### config.mk
export PLATFORM = sky130hd
export DESIGN_NAME = lightpipe_link_ctrl
export DESIGN_NICKNAME = d
export VERILOG_FILES = /design/src/rtl/lightpipe_pkg.sv /design/src/rtl/lightpipe_link_ctrl_wc_period_meter.sv /design/src/rtl/lightpipe_link_ctrl.sv
export SDC_FILE = /design/constraint.sdc
export NUM_CORES = 1
export LEC_CHECK = 0
export BUFFER_PORTS_ARGS = -buffer_cell sky130_fd_sc_hd__buf_2
export CAP_MARGIN = 30
export CORE_MARGIN = 5
export CORE_UTILIZATION = 45
export CTS_BUF_LIST = sky130_fd_sc_hd__clkbuf_2 sky130_fd_sc_hd__clkbuf_4 sky130_fd_sc_hd__clkbuf_8
export DETAILED_ROUTE_END_ITERATION = 8
export PLACE_DENSITY = 0.63
export SYNTH_ARGS = -nofsm -noshare
export SYNTH_HDL_FRONTEND = slang
export SYNTH_SLANG_ARGS = --single-unit
### constraint.sdc
create_clock -name mclk -period 3 [get_ports mclk]
set_input_delay 0.15 -clock mclk [delete_from_list [all_inputs] [get_ports mclk]]
set_output_delay 0.15 -clock mclk [all_outputs]
set_load 0.005 [all_outputs]
### src/rtl/lightpipe_pkg.sv
// Shared definitions for the ADAT lightpipe link supervisor: the state
// encoding, the nominal frame periods and the output widths.
package lightpipe_pkg;

  // Nominal mclk cycles per frame at 50 MHz
  localparam int NOM_PERIOD_44K1 = 1134;
  localparam int NOM_PERIOD_48K  = 1042;

  localparam int CNT_W_DEF = 12;
  localparam int STATE_W   = 3;
  localparam int ERR_W     = 8;

  typedef enum logic [STATE_W-1:0] {
    ST_IDLE     = 3'd0,
    ST_ACQUIRE  = 3'd1,
    ST_LOCKED   = 3'd2,
    ST_HOLDOVER = 3'd3,
    ST_FAULT    = 3'd4
  } link_state_t;

endpackage

### src/rtl/lightpipe_link_ctrl_wc_period_meter.sv
// Word clock period meter: rising-edge detect, frame period counter,
// missing-edge timeout and good/bad classification of each measured period.
module wc_period_meter
  import lightpipe_pkg::*;
#(
  parameter int NOM_PERIOD = NOM_PERIOD_44K1,
  parameter int TOL        = 16,
  parameter int CNT_W      = CNT_W_DEF
) (
  input  logic             mclk,
  input  logic             rst,
  input  logic             clear,
  input  logic             rx_wordclock,
  output logic             wc_edge,
  output logic             good,
  output logic             bad,
  output logic             timeout,
  output logic [CNT_W-1:0] period
);

  localparam logic [CNT_W-1:0] CNT_MAX     = '1;
  localparam logic [CNT_W-1:0] TIMEOUT_CNT = CNT_W'(2 * NOM_PERIOD - 1);
  localparam logic [CNT_W-1:0] PERIOD_LO   = CNT_W'(NOM_PERIOD - TOL);
  localparam logic [CNT_W-1:0] PERIOD_HI   = CNT_W'(NOM_PERIOD + TOL);

  logic             wc_q;
  logic [CNT_W-1:0] cnt;
  logic [CNT_W-1:0] cnt_inc;

  // The measured period of a frame is cnt+1, so the same saturating
  // increment serves both the counter and the period capture.
  assign cnt_inc = (cnt == CNT_MAX) ? cnt : cnt + CNT_W'(1);
  assign wc_edge = rx_wordclock & ~wc_q;
  assign timeout = ~wc_edge & (cnt == TIMEOUT_CNT);
  assign good    = wc_edge & (cnt_inc >= PERIOD_LO) & (cnt_inc <= PERIOD_HI);
  assign bad     = wc_edge & ~good;

  // Edge history, period counter and captured period
  // NOTE: sequential state uses non-blocking assignments so every register
  // samples the pre-edge values regardless of statement order.
  always_ff @(posedge mclk) begin
    if (rst) begin
      wc_q   <= 1'b0;
      cnt    <= '0;
      period <= '0;
    end else begin
      wc_q <= rx_wordclock;
      if (clear) begin
        cnt    <= '0;
        period <= '0;
      end else if (wc_edge) begin
        cnt    <= '0;
        period <= cnt_inc;
      end else if (timeout) begin
        cnt <= '0;
      end else begin
        cnt <= cnt_inc;
      end
    end
  end

endmodule

### src/rtl/lightpipe_link_ctrl.sv
// ADAT lightpipe link supervisor: sequences acquisition, lock, holdover and
// fault from the measured word clock period and the dpll lock flag, and
// drives mute / clock-source select plus a saturating fault counter.
module lightpipe_link_ctrl
  import lightpipe_pkg::*;
#(
  parameter int NOM_PERIOD  = NOM_PERIOD_44K1,
  parameter int TOL         = 16,
  parameter int LOCK_FRAMES = 8,
  parameter int LOSS_FRAMES = 2,
  parameter int CNT_W       = CNT_W_DEF
) (
  input  logic               mclk,
  input  logic               rst,
  input  logic               enable,
  input  logic               rx_wordclock,
  input  logic               pll_locked,
  input  logic               err_clr,
  output logic               mute,
  output logic               link_locked,
  output logic               src_sel,
  output logic [STATE_W-1:0] state,
  output logic [CNT_W-1:0]   period,
  output logic [ERR_W-1:0]   err_count
);

  localparam int GOOD_W = $clog2(LOCK_FRAMES + 1);
  localparam int BAD_W  = $clog2(LOSS_FRAMES + 1);
  localparam logic [GOOD_W-1:0] LOCK_N = GOOD_W'(LOCK_FRAMES);
  localparam logic [BAD_W-1:0]  LOSS_N = BAD_W'(LOSS_FRAMES);

  link_state_t       cur_state, nxt_state;
  logic [GOOD_W-1:0] good_cnt, good_nxt;
  logic [BAD_W-1:0]  bad_cnt, bad_nxt;
  logic              primed, primed_nxt;
  logic              wc_edge, edge_good, edge_bad, timeout;
  logic              meter_clear, frame_good, frame_bad;

  // Idle holds the meter cleared so period reads 0 and measurement restarts
  // cleanly from the first cycle of acquisition.
  assign meter_clear = (cur_state == ST_IDLE) || (nxt_state == ST_IDLE);

  wc_period_meter #(
    .NOM_PERIOD (NOM_PERIOD),
    .TOL        (TOL),
    .CNT_W      (CNT_W)
  ) u_meter (
    .mclk         (mclk),
    .rst          (rst),
    .clear        (meter_clear),
    .rx_wordclock (rx_wordclock),
    .wc_edge      (wc_edge),
    .good         (edge_good),
    .bad          (edge_bad),
    .timeout      (timeout),
    .period       (period)
  );

  // The first edge after entering acquisition has no reference, so only
  // primed edges are judged; a timeout is a bad frame either way.
  assign frame_good = edge_good & primed;
  assign frame_bad  = (edge_bad & primed) | timeout;

  // Next-state and frame-counter logic
  // NOTE: every variable gets a default first so no path can infer a latch.
  always_comb begin
    nxt_state  = cur_state;
    good_nxt   = good_cnt;
    bad_nxt    = bad_cnt;
    primed_nxt = primed;
    case (cur_state)
      ST_IDLE: begin
        if (enable) nxt_state = ST_ACQUIRE;
      end
      ST_ACQUIRE: begin
        if (wc_edge) primed_nxt = 1'b1;
        if (frame_bad) good_nxt = '0;
        else if (frame_good && good_cnt < LOCK_N) good_nxt = good_cnt + GOOD_W'(1);
        if (good_nxt == LOCK_N && pll_locked) nxt_state = ST_LOCKED;
      end
      ST_LOCKED: begin
        if (!pll_locked) begin
          nxt_state = ST_FAULT;
        end else if (frame_bad) begin
          nxt_state = ST_HOLDOVER;
          bad_nxt   = BAD_W'(1);
        end
      end
      ST_HOLDOVER: begin
        if (!pll_locked) begin
          nxt_state = ST_FAULT;
        end else if (frame_good) begin
          nxt_state = ST_LOCKED;
          bad_nxt   = '0;
        end else if (frame_bad) begin
          bad_nxt = bad_cnt + BAD_W'(1);
          if (bad_nxt >= LOSS_N) nxt_state = ST_FAULT;
        end
      end
      ST_FAULT: nxt_state = ST_ACQUIRE;
      default:  nxt_state = ST_IDLE;
    endcase
    if (!enable) nxt_state = ST_IDLE;
    // Every fresh acquisition starts with empty counters and unprimed
    if (nxt_state == ST_ACQUIRE && cur_state != ST_ACQUIRE) begin
      good_nxt   = '0;
      bad_nxt    = '0;
      primed_nxt = 1'b0;
    end
  end

  // State, counters, registered outputs and the saturating fault count
  always_ff @(posedge mclk) begin
    if (rst) begin
      cur_state   <= ST_IDLE;
      good_cnt    <= '0;
      bad_cnt     <= '0;
      primed      <= 1'b0;
      mute        <= 1'b1;
      link_locked <= 1'b0;
      src_sel     <= 1'b0;
      err_count   <= '0;
    end else begin
      cur_state   <= nxt_state;
      good_cnt    <= good_nxt;
      bad_cnt     <= bad_nxt;
      primed      <= primed_nxt;
      mute        <= (nxt_state != ST_LOCKED);
      link_locked <= (nxt_state == ST_LOCKED) || (nxt_state == ST_HOLDOVER);
      src_sel     <= (nxt_state == ST_LOCKED) || (nxt_state == ST_HOLDOVER);
      if (err_clr)
        err_count <= '0;
      else if (nxt_state == ST_FAULT && cur_state != ST_FAULT && err_count != '1)
        err_count <= err_count + ERR_W'(1);
    end
  end

  assign state = cur_state;

endmodule

==> impl_metrics.ini, run 1 <==
[status]
outcome = finished, final reports clean

[logic_synthesis]
synth-edff-count = 0
ys_warn_count = 0
synth-async-reset-ratio = 0
synthCells = 286
yosysTopAreaCell = dfxtp_1
yosysMostFrequentCell = dfxtp_1
synth-main-ff-cell = dfxtp_1
syn-num-nets = 296
synth_top_area_share = 0.3785
synth.distinct_cells = 52
syn-cell-area_mm2 = 0.002380
ys_seq_elements = 45
ys_seq_area_frac = 0.3785
yosys-top-cells-count = 45 x dfxtp_1, 28 x a21oi_1, 28 x nand2_1
yosys-top-cells-area = dfxtp_1 38%, a21oi_1 5.9%, nand2_1 4.4%, nor2_1 4.3%, nand3_1 3.6%
avgSynthCellArea_um2 = 8.321

[critical_path]
crit_type = flop to flop
end_kind = flop
critPathMaxFanout = 8
cp_data_arrival_time_ns = 2.94
critPathLaunchType = flop
required_ns = 3.15

[clock_network]
holdBufCountCts = 0
cts_buffers = 5
cts_buffer_depth = 2
cts.sinks = 45
root_buffer = clkbuf_8
path_clk_slew_ns = 0.08
cts_tree = done
h-tree-depth = 2
clk_latency_ns = 0.28

[placement]
place.gp.congestion = 0.9201
io_buffers = 31
hpwl_mm = 4.116
dpl_cell_area_mm2 = 0.002605
pre_cts_ws_ns = 0.08335

[grt]
grt.overflow.total = 0
grt_pass1_wl_mm = 9.094
grtUsageTotal = 0.1685
grt_pass1_vias = 1983
grt_start_max_net_pins = 18
antenna_found_initial = 0

[floorplanning]
core-area_mm2 = 0.005107
ios = 32
die_x_um = 82.72
die_area_mm2 = 0.006843
die_y_um = 82.72
num_rows = 26
start_util = 0.4659

[layout]
n_fill_cell = 513
antenna_cells = 0
synthToLayoutAreaGrowth_pct = 15.35
drive_gt1_frac = 0.1975
layout.nets = 328
design_area_mm2 = 0.002745
fin_util = 0.5375

[pwr]
irDropWorstVdd_mv = 0.3580
power_density_mw_per_mm2 = 407.5
p_leak_nw = 1.079

[sta]
max_freq_mhz = 357.8
maxSlewViolCount = 0
slew_headroom = 0.6302
finalSetupViolations = 0
skew_ns = 0.005422
rsz0062_at_grt = no
worstMarginPinSlew_ns = 0.5531
setup_tns_ns = 0
setup_ws_ns = 0.2055
min_period_ns = 2.794
fin_crit_sh = 0.9315
report.final.hold_viol_count = 0

[drt]
post_drt_via_cell_ratio = 5.555
drc = 0
wl_per_cell_um = 14.08
final_antenna_net_count = 0
vias = 2161
drt-initial-drc-count = 97
wl_mm = 5.478
drtPass1Iterations = 4

[flow_run]
drv_cap = 0

[min_path]
hold_class = primary input to flop
[cells by family (layout without fill, tap and decap cells)]
group           Yosys count  count (layout)  share of synthesized area
simple gates            129             129                     0.2997
xor+xnor                  9               9                    0.03312
compound gates           70              70                     0.2003
flops                    45              45                     0.3785
buf+inv                  23              56                    0.04206
fa+ha+maj                 4               4                    0.02103
mux                       6               6                    0.02524
[cells in the final DEF (no fill, tap or decap), types with 4 or more instances in the layout]
master and instances:
inv_1 10, and3_1 6, o31ai_1 7, dfxtp_1 45, clkbuf_8 6, nand4_1 4, nand3_1 17, xor2_1 6
a31oi_1 4, mux2i_1 6, o21a_1 4, nor2b_1 4, o21ai_0 8, or4_1 7, buf_4 7, a211oi_1 4
nor3_1 6, nand2_1 28, a21oi_1 28, ha_1 4, nor2_1 27, buf_2 31, nor4_1 5
[metal layers]
layer  wire (µm)  global-route usage  share of wire
met5           0                   0              0
met2        2627              0.2885           0.48
met4          62             0.04902          0.011
met3         220             0.03579          0.040
met1        2568              0.2120           0.47
[what timing repair did]
action,in CTS,in global routing
buffers inserted,0,1
hold endpoints to repair,0,0
endpoints found under the setup margin,0,14
gates resized for setup,0,3
[worst max-delay path: stages (launching register included)]
cell and delay (ns):
dfxtp_1 0.42, ha_1 0.25, nand3_2 0.18, o21a_1 0.23
a31oi_1 0.31, and3_1 0.29, and4_2 0.38, a31oi_1 0.17
nor3_2 0.27, o2111ai_1 0.15
[stage by stage]
step / std cells / hold WS, ns / power, mW
after floorplan: 286 / 0.2216 / 0.6465
after global placement: 380 / 0.3793 / 0.6625
after detailed placement: 380 / 0.3858 / 0.6626
after CTS: 388 / 0.07451 / 1.139
after global routing: 389 / 0.09105 / 1.173
final: 389 / 0.08754 / 1.119
[path summary, 6_finish.rpt]
check        cells past startpoint         startpoint  slack [ns]                 to
max                              9     u_meter.cnt[0]        0.21               mute
min                              2                rst        0.09       u_meter.wc_q
max reg2reg                      9     u_meter.cnt[0]        0.21               mute
min reg2reg                      2  u_meter.period[5]        0.46  u_meter.period[5]
[registers in the layout, summed over array words and instances (netlist names), 2 cells and up]
| signal | count |
|---|---|
| err_count | 8 |
| state | 3 |
| good_cnt | 4 |
| u_meter.period | 12 |
| bad_cnt | 2 |
| u_meter.cnt | 12 |
[report_power, final]
part | internal [mW] | switching (mW) | leakage, nW | total [mW]
registers | 0.599 | 0.00381 | 0.363 | 0.603
clock network | 0.281 | 0.189 | 0.0619 | 0.469
logic | 0.0153 | 0.0310 | 0.654 | 0.0462
[area by class of cell]
type | instances | area (µm²) | share of cell area
inverter | 10 | 37.54 | 0.01367
multi-input combinational | 218 | 1391 | 0.5068
tap | 70 | 87.58 | 0.03191
sequential | 45 | 900.9 | 0.3282
clock inverter | 1 | 30.03 | 0.01094
timing repair buffer | 38 | 207.7 | 0.07566
clock buffer | 7 | 90.09 | 0.03282
No activity file was read; power rests on OpenSTA's default activity.
==> run 2: changes to the inputs <==
Settings changed: GPL_TIMING_DRIVEN from default to 0, SYNTH_HIERARCHICAL from default to 1.
==> impl_metrics.ini, run 2 <==
[status]
outcome = complete, but fails checks
violations = setup timing

[layout]
layout.nets = 359
synthToLayoutAreaGrowth_pct = 29.95
most-common-layout-cells = 37 x dfxtp_1, 33 x nor2_1, 32 x buf_2
antenna_cells = 0
regArea_um2 = 920.9
final_common_cell = dfxtp_1
drive_gt1_frac = 0.3960
multi_input_area_mm2 = 0.001647
final_cells = 423
n_fill_cell = 499
top_regs = u_meter/cnt x12, u_meter/period x12, err_count x8

[critical_path]
slowest_stage = or4b_4
reg2reg_depth = 13
critPathBufInv = 4
critical-path-max-stage-delay_ns = 0.58
end_kind = flop
critPathMaxFanout = 7
critPathLaunchType = flop
cp_data_arrival_time_ns = 3.36
crit_type = flop to flop
r2r_end = err_count[7]
cp_num_cells = 13
reg2reg_slack_ns = -0.12
cp_top_family = simple AND/OR/NAND/NOR gates
r2r_start = u_meter/cnt[0]
cp_cell_sequence = buf_6, and3_4, buf_6, buf_4, a21oi_1, or4b_4, a41oi_4, a21o_4, buf_4, a41oi_4, or2_4, or3_4, a21oi_2
required_ns = 3.24

[logic_synthesis]
synth-edff-count = 0
ys_seq_area_frac = 0.3570
synthCells = 290
yosys-top-cells-count = 45 x dfxtp_1, 39 x nor2_1, 25 x nand2_1
syn-num-nets = 299
synth.distinct_cells = 75
syn-cell-area_mm2 = 0.002524
ys_seq_elements = 45
synth-main-ff-cell = dfxtp_1
yosysTopAreaCell = dfxtp_1
synth_top_area_share = 0.3570
synth-async-reset-ratio = 0
avgSynthCellArea_um2 = 8.702
yosysMostFrequentCell = dfxtp_1
ys_warn_count = 6
yosys-top-cells-area = dfxtp_1 36%, nor2_1 5.8%, a21oi_1 3.8%, nand2_1 3.7%, o21ai_0 2.6%

[grt]
grtUsageTotal = 0.1722
grt_pass1_wl_mm = 10.20
grt.overflow.total = 0
grt_pass1_vias = 2219
antenna_found_initial = 0
grt_start_max_net_pins = 16

[pwr]
power_density_mw_per_mm2 = 375.2
irDropWorstVdd_mv = 0.2496
power_mw = 1.231
p_leak_nw = 1.244

[clock_network]
h-tree-depth = 2
cts.sinks = 45
cts_buffer_depth = 2
root_buffer = clkbuf_8
clk_latency_ns = 0.30
cts_tree = done
path_clk_slew_ns = 0.09
holdBufCountCts = 0
cts_buffers = 5

[drt]
wl_per_cell_um = 14.60
post_drt_via_cell_ratio = 5.499
vias = 2326
drt-initial-drc-count = 96
wl_mm = 6.176
final_antenna_net_count = 0
drtPass1Iterations = 4
drc = 0

[floorplanning]
die_y_um = 84.89
die_area_mm2 = 0.007205
core-area_mm2 = 0.005473
ios = 32
start_util = 0.4611
num_rows = 27
die_x_um = 84.89

[placement]
io_buffers = 31
place.gp.congestion = 0.8892
placedCellCount = 393
hpwl_mm = 4.068

[sta]
max_freq_mhz = 320.6
finalSetupViolations = 10
setup_ws_ns = -0.1188
whs_ns = 0.08030
report.final.hold_viol_count = 0
skew_ns = 0.008029
worstMarginPinSlew_ns = 0.5964
min_period_ns = 3.119
fin_crit_sh = 1.040
rsz0062_at_grt = yes
maxSlewViolCount = 0
slew_headroom = 0.6024

[flow_run]
drv_cap = 0

[min_path]
holdPathEnd = u_meter/wc_q
hold_class = primary input to flop
hold_path_startpoint = rx_wordclock
hold_path_depth = 2
[run 2: cell count changes after synthesis, moves of 4 or more]
cell	before	now
and2_1	2	9
buf_6	0	4
inv_1	10	6
nor4_1	5	1
o21ai_1	0	4
xor2_1	6	1
clkbuf_1	7	3
o31ai_1	7	1
nand3_1	17	8
a21oi_1	28	19
nor2_1	27	39
o21ai_0	8	13
or4_1	7	1
[run 2: cells by family (layout without fill, tap and decap cells)]
| kind of cell | after synthesis | in the layout | synth area share |
|---|---|---|---|
| AO/OA/AOI/OAI | 74 | 74 | 0.2246 |
| multiplexers | 4 | 4 | 0.01785 |
| adder cells (fa/ha/maj) | 3 | 3 | 0.01488 |
| flip-flops | 45 | 45 | 0.3570 |
| XOR/XNOR | 6 | 6 | 0.02380 |
| buffers and inverters | 23 | 84 | 0.05800 |
| AND/OR/NAND/NOR | 135 | 135 | 0.3039 |
[run 2: final cells by class]
cell class	instances	share of cell area
buffer	13	0.03167
clock buffer	5	0.02098
clock inverter	3	0.02098
inverter	7	0.008012
multi-input combinational	222	0.5021
sequential	45	0.2808
tap	72	0.02747
timing repair buffer	56	0.1080
[run 2: worst max path at each step]
stage	start	to
detailed placement	u_meter/cnt[1]	good_cnt[2]
global placement	u_meter/cnt[1]	good_cnt[2]
global route	u_meter/cnt[0]	good_cnt[2]
floorplan	u_meter/cnt[1]	good_cnt[0]
finish	u_meter/cnt[0]	err_count[7]
CTS	u_meter/cnt[0]	bad_cnt[0]
[run 2: routing by layer]
| metal | wire length [µm] | share of wire | vias up | global-route usage |
|---|---|---|---|---|
| met1 | 2708 | 0.44 | 1097 | 0.2023 |
| met3 | 252 | 0.041 | 10 | 0.04369 |
| met4 | 99 | 0.016 | 0 | 0.05899 |
| met2 | 3116 | 0.50 | 48 | 0.3039 |
| li1 | - | - | 1171 | - |
| met5 | 0 | 0 | - | 0 |
[run 2: timing repair]
action,4_1_cts,5_1_grt
setup endpoints to repair,19,19
buffers inserted,22,3
gates resized for setup,17,28
pin swaps,11,17
[run 2: power breakdown]
group          total, mW  internal, mW  switching [mW]  leakage, nW
sequential         0.598         0.596         0.00216        0.368
clock              0.556         0.335           0.221       0.0687
combinational     0.0762        0.0313          0.0449        0.807
[run 2: worst reg2reg max path: stages, from the launching register on]
cell	delay [ns]
dfxtp_4	0.37
buf_6	0.11
and3_4	0.19
buf_6	0.11
buf_4	0.14
a21oi_1	0.09
or4b_4	0.58
a41oi_4	0.26
a21o_4	0.17
buf_4	0.12
a41oi_4	0.19
or2_4	0.29
or3_4	0.33
a21oi_2	0.11
[run 2: stage by stage]
| step | utilization | area (µm²) | setup WS (ns) | TNS, ns |
|---|---|---|---|---|
| 4_1_cts | 0.5793 | 3171 | -0.1096 | -0.7576 |
| 3_5_place_dp | 0.5160 | 2824 | -0.3140 | -3.556 |
| 6_report | 0.5992 | 3279 | -0.1188 | -0.9009 |
| 2_1_floorplan | - | 2579 | 0.00006950 | 0 |
| 3_3_place_gp | 0.5160 | 2824 | -0.3259 | -3.487 |
| 5_1_grt | 0.5992 | 3279 | -0.2261 | -2.652 |
